File: config.mk
export PLATFORM = sky130hd
export DESIGN_NAME = seq_mult_div
export DESIGN_NICKNAME = d
export VERILOG_FILES = /design/src/rtl/seq_mult_div.sv
export SDC_FILE = /design/constraint.sdc
export NUM_CORES = 1
export LEC_CHECK = 0
export BUFFER_PORTS_ARGS = -buffer_cell sky130_fd_sc_hd__buf_4
export CELL_PAD_IN_SITES_DETAIL_PLACEMENT = 0
export CELL_PAD_IN_SITES_GLOBAL_PLACEMENT = 1
export CORE_MARGIN = 1.5
export CORE_UTILIZATION = 40
export CTS_CLUSTER_DIAMETER = 60
export DETAILED_ROUTE_END_ITERATION = 8
export GPL_ROUTABILITY_DRIVEN = 0
export PLACE_DENSITY_LB_ADDON = 0.1
export RECOVER_POWER = 100
export SYNTH_ARGS = -nofsm -noshare
export SYNTH_HDL_FRONTEND = slang
export SYNTH_SLANG_ARGS = --single-unit
File: constraint.sdc
create_clock -name clock -period 6.7 [get_ports clock]
set_input_delay 1.005 -clock clock [delete_from_list [all_inputs] [get_ports clock]]
set_output_delay 1.005 -clock clock [all_outputs]
set_load 0.01 [all_outputs]
File: src/rtl/seq_mult_div.sv
// Multicycle signed 32x32 multiply/divide unit for the execute stage.
// Multiply: radix-2 Booth over 32 steps. Divide: restoring division on
// magnitudes followed by a sign-fix pass. One shared 32-bit adder does
// every addition; results are announced by a one-cycle ready pulse.

// 32-bit carry-select adder built from four byte slices.
module four_byte_CSA (
  input  logic [31:0] in_a,
  input  logic [31:0] in_b,
  input  logic        ci,
  output logic [31:0] sum,
  output logic        co,
  output logic        overflow
);
  logic [4:0] carry;

  assign carry[0] = ci;

  genvar gi;
  generate
    for (gi = 0; gi < 4; gi++) begin : g_byte
      logic [8:0] sum0;
      logic [8:0] sum1;
      // Each byte precomputes both carry-in outcomes; the chain only selects.
      assign sum0 = {1'b0, in_a[gi*8 +: 8]} + {1'b0, in_b[gi*8 +: 8]};
      assign sum1 = sum0 + 9'd1;
      assign sum[gi*8 +: 8] = carry[gi] ? sum1[7:0] : sum0[7:0];
      assign carry[gi+1]    = carry[gi] ? sum1[8] : sum0[8];
    end
  endgenerate

  assign co       = carry[4];
  assign overflow = (in_a[31] == in_b[31]) && (sum[31] != in_a[31]);
endmodule

module seq_mult_div #(
  parameter bit DIV0_FAST = 1'b1,
  parameter int CNT_W     = 6
) (
  input  logic        clock,
  input  logic        reset,
  input  logic [31:0] data_operandA,
  input  logic [31:0] data_operandB,
  input  logic        ctrl_MULT,
  input  logic        ctrl_DIV,
  output logic [31:0] data_result,
  output logic        data_exception,
  output logic        data_resultRDY
);
  typedef enum logic [2:0] {IDLE, MULT, DIV, SIGNFIX, DONE} state_t;

  state_t           state_reg, state_next;
  logic [CNT_W-1:0] cnt_reg, cnt_next;
  logic [31:0]      a_reg, a_next;        // multiplicand, or raw dividend
  logic [31:0]      b_reg, b_next;        // raw divisor (multiplier lives in lo)
  logic [31:0]      hi_reg, hi_next;      // P[63:32] for multiply, R for divide
  logic [31:0]      lo_reg, lo_next;      // P[31:0] for multiply, Q for divide
  logic             q_m1_reg, q_m1_next;  // Booth bit q(-1)
  logic             sign_reg, sign_next;  // quotient sign
  logic [31:0]      result_reg, result_next;
  logic             exc_reg, exc_next;
  logic             rdy_reg, rdy_next;

  logic [31:0] add_a, add_b, add_sum;
  logic        add_ci, add_co, add_ovf_unused;
  logic [31:0] booth_hi;
  logic [31:0] rem_shift;
  logic        start, last_iter, b_zero;

  assign start     = ctrl_MULT | ctrl_DIV;
  assign last_iter = (cnt_reg == CNT_W'(32));
  assign b_zero    = (b_reg == 32'd0);
  // Remainder after shifting the {R, Q} pair left by one.
  assign rem_shift = {hi_reg[30:0], lo_reg[31]};
  // Booth pairs 01/10 take the adder sum; 00/11 keep the old high half.
  assign booth_hi  = (lo_reg[0] ^ q_m1_reg) ? add_sum : hi_reg;

  four_byte_CSA adder (
    .in_a     (add_a),
    .in_b     (add_b),
    .ci       (ci_wire_fix(add_ci)),
    .sum      (add_sum),
    .co       (add_co),
    .overflow (add_ovf_unused)
  );

  function automatic logic ci_wire_fix(input logic c);
    return c;
  endfunction

  // Adder operand selection for the current state.
  // The divisor is never converted to a magnitude explicitly: ~|B|+1 equals
  // ~B+1 for non-negative B and equals B itself for negative B.
  always_comb begin
    add_a  = hi_reg;
    add_b  = a_reg;
    add_ci = 1'b0;
    case (state_reg)
      MULT: begin
        add_a  = hi_reg;
        add_b  = (lo_reg[0] & ~q_m1_reg) ? ~a_reg : a_reg;
        add_ci = lo_reg[0] & ~q_m1_reg;
      end
      DIV: begin
        if (cnt_reg == '0) begin
          add_a  = a_reg[31] ? ~a_reg : a_reg;
          add_b  = 32'd0;
          add_ci = a_reg[31];
        end else begin
          add_a  = rem_shift;
          add_b  = b_reg[31] ? b_reg : ~b_reg;
          add_ci = ~b_reg[31];
        end
      end
      SIGNFIX: begin
        add_a  = sign_reg ? ~lo_reg : lo_reg;
        add_b  = 32'd0;
        add_ci = sign_reg;
      end
      default: ;
    endcase
  end

  // Next-state and datapath update; a start in any state restarts the unit.
  always_comb begin
    state_next  = state_reg;
    cnt_next    = cnt_reg;
    a_next      = a_reg;
    b_next      = b_reg;
    hi_next     = hi_reg;
    lo_next     = lo_reg;
    q_m1_next   = q_m1_reg;
    sign_next   = sign_reg;
    result_next = result_reg;
    exc_next    = exc_reg;
    rdy_next    = 1'b0;
    if (start) begin
      a_next      = data_operandA;
      b_next      = data_operandB;
      cnt_next    = '0;
      q_m1_next   = 1'b0;
      hi_next     = 32'd0;
      result_next = 32'd0;
      exc_next    = 1'b0;
      if (ctrl_MULT) begin
        state_next = MULT;
        lo_next    = data_operandB;
      end else begin
        state_next = DIV;
        lo_next    = 32'd0;
        sign_next  = data_operandA[31] ^ data_operandB[31];
      end
    end else begin
      case (state_reg)
        MULT: begin
          if (last_iter) begin
            result_next = lo_reg;
            exc_next    = ~((&hi_reg & lo_reg[31]) | (~|hi_reg & ~lo_reg[31]));
            state_next  = DONE;
          end else begin
            hi_next   = {booth_hi[31], booth_hi[31:1]};
            lo_next   = {booth_hi[0], lo_reg[31:1]};
            q_m1_next = lo_reg[0];
            cnt_next  = cnt_reg + CNT_W'(1);
          end
        end
        DIV: begin
          if (cnt_reg == '0) begin
            if (DIV0_FAST && b_zero) begin
              result_next = 32'd0;
              exc_next    = 1'b1;
              state_next  = DONE;
            end else begin
              lo_next  = add_sum;  // |A|
              hi_next  = 32'd0;
              cnt_next = CNT_W'(1);
            end
          end else begin
            if (add_co) begin
              hi_next = add_sum;
              lo_next = {lo_reg[30:0], 1'b1};
            end else begin
              hi_next = rem_shift;
              lo_next = {lo_reg[30:0], 1'b0};
            end
            if (last_iter) state_next = SIGNFIX;
            else           cnt_next   = cnt_reg + CNT_W'(1);
          end
        end
        SIGNFIX: begin
          if (b_zero) begin
            result_next = 32'd0;
            exc_next    = 1'b1;
          end else begin
            result_next = add_sum;
            // Only a positive quotient of magnitude 2^31 is unrepresentable.
            exc_next    = ~sign_reg & lo_reg[31];
          end
          state_next = DONE;
        end
        DONE: begin
          rdy_next   = 1'b1;
          state_next = IDLE;
        end
        default: ;
      endcase
    end
  end

  // State and working registers with asynchronous active-low clear.
  always_ff @(posedge clock or negedge reset) begin
    if (!reset) begin
      state_reg  <= IDLE;
      cnt_reg    <= '0;
      a_reg      <= 32'd0;
      b_reg      <= 32'd0;
      hi_reg     <= 32'd0;
      lo_reg     <= 32'd0;
      q_m1_reg   <= 1'b0;
      sign_reg   <= 1'b0;
      result_reg <= 32'd0;
      exc_reg    <= 1'b0;
      rdy_reg    <= 1'b0;
    end else begin
      state_reg  <= state_next;
      cnt_reg    <= cnt_next;
      a_reg      <= a_next;
      b_reg      <= b_next;
      hi_reg     <= hi_next;
      lo_reg     <= lo_next;
      q_m1_reg   <= q_m1_next;
      sign_reg   <= sign_next;
      result_reg <= result_next;
      exc_reg    <= exc_next;
      rdy_reg    <= rdy_next;
    end
  end

  assign data_result    = result_reg;
  assign data_exception = exc_reg;
  assign data_resultRDY = rdy_reg;
endmodule

Yosys cells after proc, flatten, opt, wreduce, memory -nomap -nowiden:

Index checks and enable logic that the tools add are counted.

* add/subtract/negate cells: 9
* eq/ne operators: 13
* multiplexer cells: 61
* bitwise operators: 17
* reduce and logical (&&, ||, !) cells: 15

Operator list (number)
* 32-bit two-way mux: 22
* 32-bit case mux with 2 select lines: 3
* 32-bit case mux with 3 select lines: 2
* 32-bit inverter: 3
* 8-bit by 8-bit adder with 9-bit output: 4
* 9-bit by 1-bit adder with 9-bit output (second input constant): 4
* 32-bit logical NOT: 1
* 8-bit two-way mux: 4
* 32-bit AND reduction: 1
* 32-bit OR reduction: 1
* 6-bit two-way mux: 4
* 1-bit two-way mux: 16
* 3-bit two-way mux: 5
* 3-bit != test (second input constant): 4
* 4-bit != test (second input constant): 3
* 3-bit case mux with 4 select lines: 1
* 6-bit case mux with 2 select lines: 1
* 4-bit AND reduction: 2
* 6-bit by 1-bit adder with 6-bit output (second input constant): 1
* 3-bit by 2-bit equality test with 1-bit output (second input constant): 2
* 6-bit equality test (second input constant): 1
* 6-bit logical NOT: 1
* 1-bit inverter: 6
* 1-bit case mux with 3 select lines: 2
* 14 further kinds: 21

* register bits: 173
* input bits: 68
* word-level logic and storage cells: 126

Logic depth before layout (Yosys ltp):

Gate-level depths: netlist of run 1.

* depth after elaboration: 14
* mapped depth: 26

By module:

Synthesis of run 1 repeated with hierarchy kept, for this count alone.

* cell total of the unflattened synthesis: 1672
* area total of the unflattened synthesis: 14271.2 µm²

By module, submodules not included
* seq_mult_div: instances 1, cells each 1387, area each 12085.3 µm², seq. area each 4329.2 µm²
* four_byte_CSA: instances 1, cells each 285, area each 2185.8 µm², seq. area each 0.0 µm²

Worst setup path after synthesis of run 1:

No wires, ideal clock.

* path type: register to register
* from: register cnt_reg[0]
* to: register hi_reg[29]
* setup time: 0.126 ns
* arrival: 5.830 ns
* required time: 6.574 ns
* path slack: 0.744 ns
* cell stages (with the launch flop): 23
* period minus slack after synthesis: 5.956 ns
* path through: dfrtp_1 > inv_1 > ha_1 > nor4b_2 > and2_1 > clkbuf_1 > clkbuf_1 > a211oi_1 > a21oi_1 > o21ai_0 > ha_1 > fa_1 > a21o_1 > a221oi_1 > xnor2_1 > or4_1 > buf_2 > and4_4 > mux2i_4 > mux2_4 > xnor2_2 > mux2_1 > a221o_1

* word-level cells in the longest chain between the ends: 13

Ends and longest elaborated chain
* start, declared: RTL line 53 `logic [CNT_W-1:0] cnt_reg, cnt_next;`
* start signal, assigned: RTL line 226 `cnt_reg <= cnt_next;`
* 6-bit logical NOT: RTL line 105, 168
* 32-bit two-way mux: RTL line 105 `if (cnt_reg == '0) begin`
* 32-bit case mux with 3 select lines / 32-bit case mux with 2 select lines (equally long branches): RTL line 98 `case (state_reg)`
* 8-bit by 8-bit adder with 9-bit output: RTL line 25 `assign sum0 = {1'b0, in_a[gi*8 +: 8]} + {1'b0, in_b[gi*8 +: 8]};`
* 9-bit by 1-bit adder with 9-bit output: RTL line 26 `assign sum1 = sum0 + 9'd1;`
* 1-bit two-way mux (3 in series): RTL line 28 `assign carry[gi+1] = carry[gi] ? sum1[8] : sum0[8];`
* 8-bit two-way mux / 1-bit two-way mux (equally long branches): RTL line 27, 28
* 32-bit two-way mux, on equally long branches: RTL line 179, 76
* 32-bit two-way mux, on equally long branches: RTL line 168, 156
* 32-bit case mux with 2 select lines: RTL line 154 `case (state_reg)`
* 32-bit two-way mux: RTL line 137 `if (start) begin`
* end signal, assigned: RTL line 229 `hi_reg <= hi_next;`
* end, declared: RTL line 56 `logic [31:0] hi_reg, hi_next;`

Several ways; a longest one is shown, not always the timed one. The select of a mux whose other input is x is not followed.
A chain may end at the register's enable or synchronous reset.

Worst setup path after layout of run 1:

* from: register cnt_reg[0]
* to: register hi_reg[30]

Same word-level chain as after synthesis.

==> results of run 1 <==
==> metal layers <==
layer | vias to the layer above | GRT usage
met3 | 64 | 0.07132
met5 | - | 0
met4 | 2 | 0.08557
met2 | 526 | 0.4205
met1 | 5992 | 0.4189
li1 | 5923 | -
==> per-stage QoR <==
stage / util / power, mW / cell area, um^2
after floorplan: - / 2.311 / 13020
after global placement: 0.4488 / 2.832 / 14270
after detailed placement: 0.4488 / 2.844 / 14270
after CTS: 0.4686 / 3.927 / 14900
after global routing: 0.4635 / 4.147 / 14740
final: 0.4635 / 3.919 / 14740
==> power breakdown <==
group	switching (mW)	internal (mW)	leakage, nW
logic	0.988	0.571	3.85
clock network	0.454	0.618	0.291
registers	0.158	1.13	2.21
total	1.60	2.32	6.36
==> critical path, delay by kind of cell (launching register included) <==
family	cells	cell delay, ps
flip-flops	1	420
buffers and inverters	4	820
multiplexers	3	910
AND/OR/NAND/NOR	8	2320
AO/OA/AOI/OAI	4	540
adder cells (fa/ha/maj)	3	920
XOR/XNOR	1	210
==> cells by family after synthesis <==
logic type                 share of synthesized area
DFF                                           0.3325
adders and majority gates                    0.04555
and+or+nand+nor                               0.2077
muxes                                        0.03786
xor gates and xnor gates                     0.09599
buffers and inverters                        0.04228
AOI/OAI and AO/OA                             0.2381
==> placed cells by master, fill, tap and decap left out, types with 14 or more instances in the layout <==
master	netlist	final
mux2i_1	41	41
dfrtp_1	173	170
buf_4	1	93
a21oi_1	88	87
nor4_1	20	20
xnor2_1	49	49
nand2_1	349	349
a22oi_1	53	53
clkbuf_1	115	39
a211oi_1	54	54
a21o_1	14	14
o21ai_0	123	123
ha_1	41	41
o211ai_1	17	17
nor2_1	130	129
o221ai_1	43	43
xor2_1	90	90
nand3_1	23	23
clkbuf_16	0	17
nand4_1	17	17
inv_1	20	20
==> layout make-up <==
| class | instances | area [um^2] |
|---|---|---|
| fillers | 3163 | 17060 |
| multi-input cells | 1313 | 8197 |
| flip-flops and latches | 173 | 4333 |
| repair buffers | 140 | 959.7 |
| well taps | 435 | 544.3 |
| clock buffers | 20 | 466.7 |
| clock inverters | 12 | 162.7 |
| inverters | 20 | 75.07 |
==> path summary, 6_finish.rpt <==
| path | start | to | slack (ps) | cells after the start |
|---|---|---|---|---|
| worst max-delay path | cnt_reg[0] | hi_reg[30] | 410 | 23 |
| worst min-delay path | b_reg[5] | b_reg[5] | 510 | 2 |
| worst max register to register | cnt_reg[0] | hi_reg[30] | 410 | 23 |
| worst min register to register | b_reg[5] | b_reg[5] | 510 | 2 |
| max in group asynchronous | reset | lo_reg[21] | 2490 | 2 |
| min in group asynchronous | reset | state_reg[0] | 1370 | 1 |
==> timing repair <==
action / CTS / global route
setup endpoints to repair: 0 / 36
gates resized for setup: 0 / 2
endpoints found under the hold margin: 0 / 0
==> impl_metrics.py, run 1 <==
metrics = {
    "die": {
        "die_x_um": 183.4,
        "dieArea_um2": 33640,
        "core-area_um2": 31800,
        "row_count": 65,
        "die_y_um": 183.4,
        "initial_core_util": 0.4095,
        "boundaryPins": 102,
    },
    "synthesis": {
        "synth_edf_count": 0,
        "synth_common_cells": "nand2_1, dfrtp_1, nor2_1",
        "synth_nets": 1743,
        "async_flop_share": 1.000,
        "yosys.cell_types.count": 69,
        "ys_ff_latch": 173,
        "synth_top_area_frac": 0.3325,
        "synthCells": 1630,
        "yosysSeqAreaShare": 0.3325,
        "syn_area_um2": 13020,
        "synth_top_area_cell": "dfrtp_1",
        "yosys_warnings": 0,
        "syn_area_per_cell_um2": 7.988,
        "synth-main-ff-cell": "dfrtp_1",
        "synth_area_leaders": "dfrtp_1, nand2_1, xor2_1",
        "synthMostInstantiatedCell": "nand2_1",
    },
    "sta": {
        "post-route-period-util": 0.9384,
        "slew_headroom": -0.9763,
        "hold_viol": 0,
        "finalClockSkew_ps": 12.83,
        "slew_viol_final": 364,
        "fin_setup_tns_ps": 0,
        "whs_ps": 513.2,
        "setup_slack_ps": 413.0,
        "finalWorstPathRequiredPeriod_ps": 6287,
        "setup_viol": 0,
        "tightest_slew_ps": 2964,
        "fmax_ghz": 0.1591,
        "rsz0062_at_grt": "no",
    },
    "cells_and_area": {
        "antennaDiodeCount": 0,
        "fin_cells": 2113,
        "nets": 1778,
        "drive_above_1_share": 0.09654,
        "syn_to_final_growth_pct": 13.18,
    },
    "setup_path": {
        "cp_max_fo": 44,
        "startpoint_type": "flip-flop",
        "crit_type": "flip-flop to flip-flop",
        "timing.critical_path.cells": "inv_1 > ha_1 > nor4b_4 > nand2_1 > buf_4 > nand2_1 > buf_12 > o221ai_1 > ha_1 > fa_1 > nand3_1 > a21oi_1 > nor4_2 > nand4b_4 > or4_1 > and4_4 > mux2i_4 > mux2_4 > xnor2_4 > buf_12 > mux2i_1 > o21ai_0 > a22o_1",
        "cpPeakStageDelay_ps": 690,
        "critPathSlowestCell": "or4_1",
        "cp.required_ps": 7050,
        "cp.arrival_ps": 6630,
        "end_kind": "flip-flop",
    },
    "run": {
        "cap_viol_max_count": 5,
    },
    "detailed_routing": {
        "drc": 0,
        "routed.top_layer": "met5",
        "wl_met3_um": 4021,
        "drt-met1-wl_um": 22320,
        "via_per_inst": 5.919,
        "drt_iter0_drc": 1206,
        "drt_wl_total_um": 47530,
        "dr_total_vias": 12510,
        "ant_nets": 0,
        "wl_met2_um": 20120,
        "wl_per_cell_um": 22.49,
        "first_pass_iters": 5,
    },
    "placed_design": {
        "place_ws_ps": 299.0,
        "io_buffers": 101,
        "place_inst": 2081,
        "place_hpwl_um": 33950,
    },
    "clocking": {
        "cts_buffer_depth": 2,
        "cts-root-buf": "clkbuf_16",
        "clkTransAtPathRegs_ps": 70,
        "clk_latency_ps": 450,
        "ctsHoldBuffers": 0,
        "htreeDepth": 4,
        "numCtsBuffers": 17,
        "numClockSinks": 173,
        "cts_tree": "done",
        "post_cts_buffers": 0,
    },
    "power": {
        "p_leak_nw": 6.357,
        "irDropWorstVdd_v": 0.0001967,
        "power_density_nw_per_um2": 265.9,
    },
    "global_routing": {
        "antenna_found_initial": 1,
        "grt_pass1_wl_um": 73150,
        "track_usage": 0.2886,
        "grt_overflow": 0,
        "grt_max_degree": 110,
        "grt_pass1_vias": 11810,
    },
    "outcome": {
        "outcome": "finished with violations",
        "failed_checks": "capacitance limit, slew limit",
    },
    "hold_path": {
        "hold_path.class": "flip-flop to flip-flop",
    },
}
Note: power is estimated with default switching activity, not from simulation.
==> run 2, diff against run 1 <==
Settings changed: CORE_MARGIN 1.5 to unset.
==> impl_metrics.py, run 2 (synthesis gave the netlist of run 1 again) <==
metrics = {
    "outcome": {
        "outcome": "finished with violations",
        "failed_checks": "capacitance limit, slew limit",
    },
    "setup_path": {
        "timing.rr.start": "cnt_reg[0]",
        "crit_type": "flip-flop to flip-flop",
        "cp-startpoint": "cnt_reg[0]",
        "reg2reg_slack_ps": 440,
        "r2r_cells": 25,
        "r2r_end": "hi_reg[30]",
        "cp.required_ps": 7060,
        "end_kind": "flip-flop",
        "cp_max_fo": 40,
        "cp.arrival_ps": 6620,
        "startpoint_type": "flip-flop",
    },
    "placed_design": {
        "place_inst": 2086,
        "place_ws_ps": 484.1,
        "io_buffers": 101,
        "placed_area_um2": 14310,
        "place_hpwl_um": 34300,
    },
    "clocking": {
        "clk_latency_ps": 460,
        "ctsHoldBuffers": 0,
        "clkTransAtPathRegs_ps": 80,
        "cts_tree": "done",
        "cts-root-buf": "clkbuf_16",
        "post_cts_buffers": 0,
        "cts_resized": 0,
        "numClockSinks": 173,
        "cts_buffer_depth": 2,
        "htreeDepth": 4,
        "numCtsBuffers": 17,
    },
    "hold_path": {
        "hold_path.class": "flip-flop to flip-flop",
        "hold_path.startpoint": "b_reg[12]",
        "whs_endpoint": "b_reg[12]",
        "whs_path_depth": 2,
    },
    "power": {
        "power_density_nw_per_um2": 260.5,
        "irDropWorstVdd_v": 0.0001984,
        "p_leak_nw": 6.334,
    },
    "detailed_routing": {
        "via_per_inst": 5.931,
        "dr_total_vias": 12560,
        "wl_per_cell_um": 22.46,
        "drt_iter0_drc": 1187,
        "ant_nets": 0,
        "drt_wl_total_um": 47570,
        "first_pass_iters": 7,
        "drc": 0,
    },
    "cells_and_area": {
        "fin_cells": 2118,
        "nets": 1783,
        "final_area_um2": 14680,
        "drive_above_1_share": 0.09745,
        "syn_to_final_growth_pct": 12.77,
        "antennaDiodeCount": 0,
        "layout_commonest_cell": "nand2_1",
        "final_cell_mix": "nand2_1, dfrtp_1, nor2_1",
        "fin_util": 0.4618,
    },
    "sta": {
        "slew_viol_final": 283,
        "rsz0062_at_grt": "no",
        "hold_viol": 0,
        "slew_headroom": -1.031,
        "finalWorstPathRequiredPeriod_ps": 6258,
        "finalClockSkew_ps": 18.37,
        "tightest_slew_ps": 3047,
        "fin_setup_tns_ps": 0,
        "fmax_ghz": 0.1598,
        "setup_viol": 0,
        "setup_slack_ps": 441.8,
        "post-route-period-util": 0.9341,
    },
    "run": {
        "cap_viol_max_count": 5,
    },
    "die": {
        "die_x_um": 182.4,
        "die_y_um": 182.4,
        "core-area_um2": 31800,
        "initial_core_util": 0.4095,
        "boundaryPins": 102,
        "dieArea_um2": 33280,
        "row_count": 65,
    },
    "global_routing": {
        "antenna_found_initial": 0,
        "grt_max_degree": 98,
        "grt_overflow": 0,
        "grt_pass1_vias": 11920,
        "track_usage": 0.2911,
        "grt_pass1_wl_um": 73520,
    },
}
-- run 2: changes by cell type in the layout (fill, tap and decap cells not counted), moves of 2 or more --
| cell | delta |
|---|---|
| buf_4 | +4 |
| clkinv_2 | +4 |
| clkinv_4 | -2 |
| clkbuf_1 | +4 |
| bufinv_16 | -2 |
| clkbuf_8 | -3 |
-- run 2: through the flow --
step	hold WS, ps	power [mW]
global route	545.4	4.041
floorplan	480.7	2.311
CTS	511.9	3.830
finish	515.5	3.825
global placement	496.2	2.849
detailed placement	503.2	2.855
-- run 2: report_power, final --
part | switching (mW) | total (mW) | internal, mW
sequential | 0.163 | 1.29 | 1.13
clock | 0.459 | 0.972 | 0.513
combinational | 0.987 | 1.56 | 0.574
-- run 2: how the worst max path moves through the flow --
stage | slack, ps | end | depth (start not counted)
after detailed placement | 480 | hi_reg[30] | 24
after global routing | 10 | hi_reg[30] | 24
after CTS | 450 | hi_reg[30] | 24
after floorplan | 740 | hi_reg[29] | 22
final | 440 | hi_reg[30] | 25
after global placement | 600 | hi_reg[30] | 24
-- run 2: cell type report --
cell class	count	area, um^2
clock inverters	13	117.6
well taps	435	544.3
multi-input cells	1313	8189
clock buffers	19	432.9
repair buffers	145	992.2
flip-flops and latches	173	4333
inverters	20	75.07
fillers	3257	17120
-- run 2: worst max-delay path, stage by stage (launching register included) --
cell and delay [ps]:
dfrtp_1 410, inv_1 70, ha_1 190, nor4b_2 150, buf_4 170, nand2_1 140, buf_4 170, nor2_1 90
buf_4 150, a221oi_1 330, o21ai_0 150, ha_1 260, fa_1 490, a21o_1 200, a21o_1 200, a211oi_1 310
o211ai_1 220, nor4_1 450, nand4b_1 200, mux2i_4 340, mux2_4 370, xnor2_4 310, buf_12 280, mux2i_1 210
o21ai_0 90, a22o_1 200
-- run 2: routing by layer --
layer	GRT usage	vias to the layer above	share of wire
met3	0.04251	62	0.071
li1	-	5944	-
met4	0.09782	0	0.024
met1	0.4380	6056	0.48
met2	0.4221	500	0.42
met5	0	-	0
==> run 3, diff against run 2 <==
Settings changed: CTS_CLUSTER_DIAMETER 60 to unset, GPL_TIMING_DRIVEN set to 0.
==> impl_metrics.py, run 3 (synthesis gave the netlist of run 1 again) <==
metrics = {
    "hold_path": {
        "hold_path.startpoint": "b_reg[5]",
        "whs_endpoint": "b_reg[5]",
        "whs_path_depth": 2,
        "hold_path.class": "flip-flop to flip-flop",
    },
    "cells_and_area": {
        "multi_input_area_um2": 8217,
        "layout_commonest_cell": "nand2_1",
        "final_cell_mix": "nand2_1, dfrtp_1, clkbuf_1",
        "fin_cells": 2203,
        "nets": 1867,
        "syn_to_final_growth_pct": 15.01,
        "drive_above_1_share": 0.08093,
        "fill_cells": 3225,
        "regArea_um2": 4329,
    },
    "global_routing": {
        "antenna_found_initial": 1,
        "grt_overflow": 0,
        "track_usage": 0.3195,
        "grt_pass1_wl_um": 78910,
        "grt_pass1_vias": 12490,
        "grt_max_degree": 103,
    },
    "clocking": {
        "ctsHoldBuffers": 0,
        "cts-root-buf": "clkbuf_16",
        "htreeDepth": 4,
        "numCtsBuffers": 17,
        "numClockSinks": 173,
        "clk_latency_ps": 460,
        "clkTransAtPathRegs_ps": 70,
        "cts_tree": "done",
        "cts_buffer_depth": 2,
    },
    "setup_path": {
        "timing.rr.start": "state_reg[2]",
        "cp-startpoint": "state_reg[2]",
        "cp_max_fo": 10,
        "end_kind": "flip-flop",
        "crit_type": "flip-flop to flip-flop",
        "r2r_end": "hi_reg[12]",
        "cp.arrival_ps": 6730,
        "r2r_cells": 22,
        "reg2reg_slack_ps": 280,
        "startpoint_type": "flip-flop",
        "cp.required_ps": 7010,
    },
    "placed_design": {
        "place_hpwl_um": 41260,
        "place_inst": 2166,
        "io_buffers": 100,
    },
    "die": {
        "row_count": 65,
        "die_x_um": 182.4,
        "initial_core_util": 0.4095,
        "die_y_um": 182.4,
        "core-area_um2": 31800,
        "dieArea_um2": 33280,
        "boundaryPins": 102,
    },
    "detailed_routing": {
        "drc": 0,
        "drt_wl_total_um": 52180,
        "via_per_inst": 5.987,
        "first_pass_iters": 8,
        "dr_total_vias": 13190,
        "drt_iter0_drc": 1462,
        "wl_per_cell_um": 23.68,
        "ant_nets": 0,
    },
    "sta": {
        "post-route-period-util": 0.9584,
        "whs_ps": 513.4,
        "fmax_ghz": 0.1557,
        "fin_setup_tns_ps": 0,
        "hold_viol": 0,
        "slew_headroom": -2.331,
        "setup_viol": 0,
        "tightest_slew_ps": 4996,
        "finalClockSkew_ps": 18.76,
        "slew_viol_final": 102,
        "finalWorstPathRequiredPeriod_ps": 6421,
    },
    "power": {
        "power_mw": 4.012,
        "power_density_nw_per_um2": 267.9,
        "irDropWorstVdd_v": 0.0002097,
        "p_leak_nw": 6.405,
    },
    "outcome": {
        "outcome": "finished with violations",
        "failed_checks": "capacitance limit, slew limit",
    },
    "run": {
        "cap_viol_max_count": 1,
    },
}
==> run 3: metal layers <==
metal  up-vias  routed length, um  global-route usage
met3       100               4536             0.05668
met5         -                 15                   0
met1      6337              23450              0.4559
met4         2               1983              0.1234
met2       627              22190              0.4780
li1       6124                  -                   -
==> run 3: final cells by class <==
type	instances	share of cell area
multi-input combinational	1313	0.5487
sequential	173	0.2891
timing repair buffer	106	0.04779
tap	435	0.03634
buffer	123	0.03250
clock buffer	20	0.02983
clock inverter	12	0.01061
inverter	20	0.005013
antenna	1	0.0001671
==> run 3: what timing repair did <==
| item | CTS | global route |
|---|---|---|
| gates resized for setup | 17 | 7 |
| setup buffers | 2 | 3 |
| pin swaps | 0 | 1 |
| setup endpoints to repair | 65 | 47 |
| endpoints found under the hold margin | 0 | 0 |
==> run 3: stage by stage <==
step	utilization	worst slack (ps)	instance area, um^2
floorplan	-	744.0	13020
global placement	0.4502	-1083	14320
detailed placement	0.4513	-1081	14350
CTS	0.4723	23.54	15020
global route	0.4709	-16.38	14970
finish	0.4709	279.1	14980
==> run 3: where the power goes <==
part / total [mW] / internal, mW / switching [mW]
Combinational: 1.64 / 0.571 / 1.07
Clock: 1.08 / 0.603 / 0.481
Sequential: 1.28 / 1.13 / 0.154
Total: 4.01 / 2.30 / 1.71
==> run 3: how the worst max path moves through the flow <==
| stage | to | slack, ps | cells after the start |
|---|---|---|---|
| after floorplan | hi_reg[29] | 740 | 22 |
| after global placement | hi_reg[17] | -1080 | 23 |
| after detailed placement | hi_reg[12] | -1080 | 24 |
| after CTS | hi_reg[17] | 20 | 22 |
| after global routing | hi_reg[23] | -20 | 29 |
| final | hi_reg[12] | 280 | 22 |
==> run 3: critical path, stage by stage (launching register included) <==
cell	delay (ps)
dfrtp_1	500
nand2b_2	310
nor2_1	90
clkbuf_2	240
nand2_1	370
clkbuf_2	320
o221ai_1	300
ha_1	370
fa_1	490
a21o_1	200
a21o_1	220
a211oi_1	330
o211ai_1	210
nor4_1	440
nand4b_1	210
mux2i_4	200
buf_12	160
mux2_4	340
xnor2_4	140
buf_12	160
buf_2	200
o21ai_0	300
o221ai_1	170
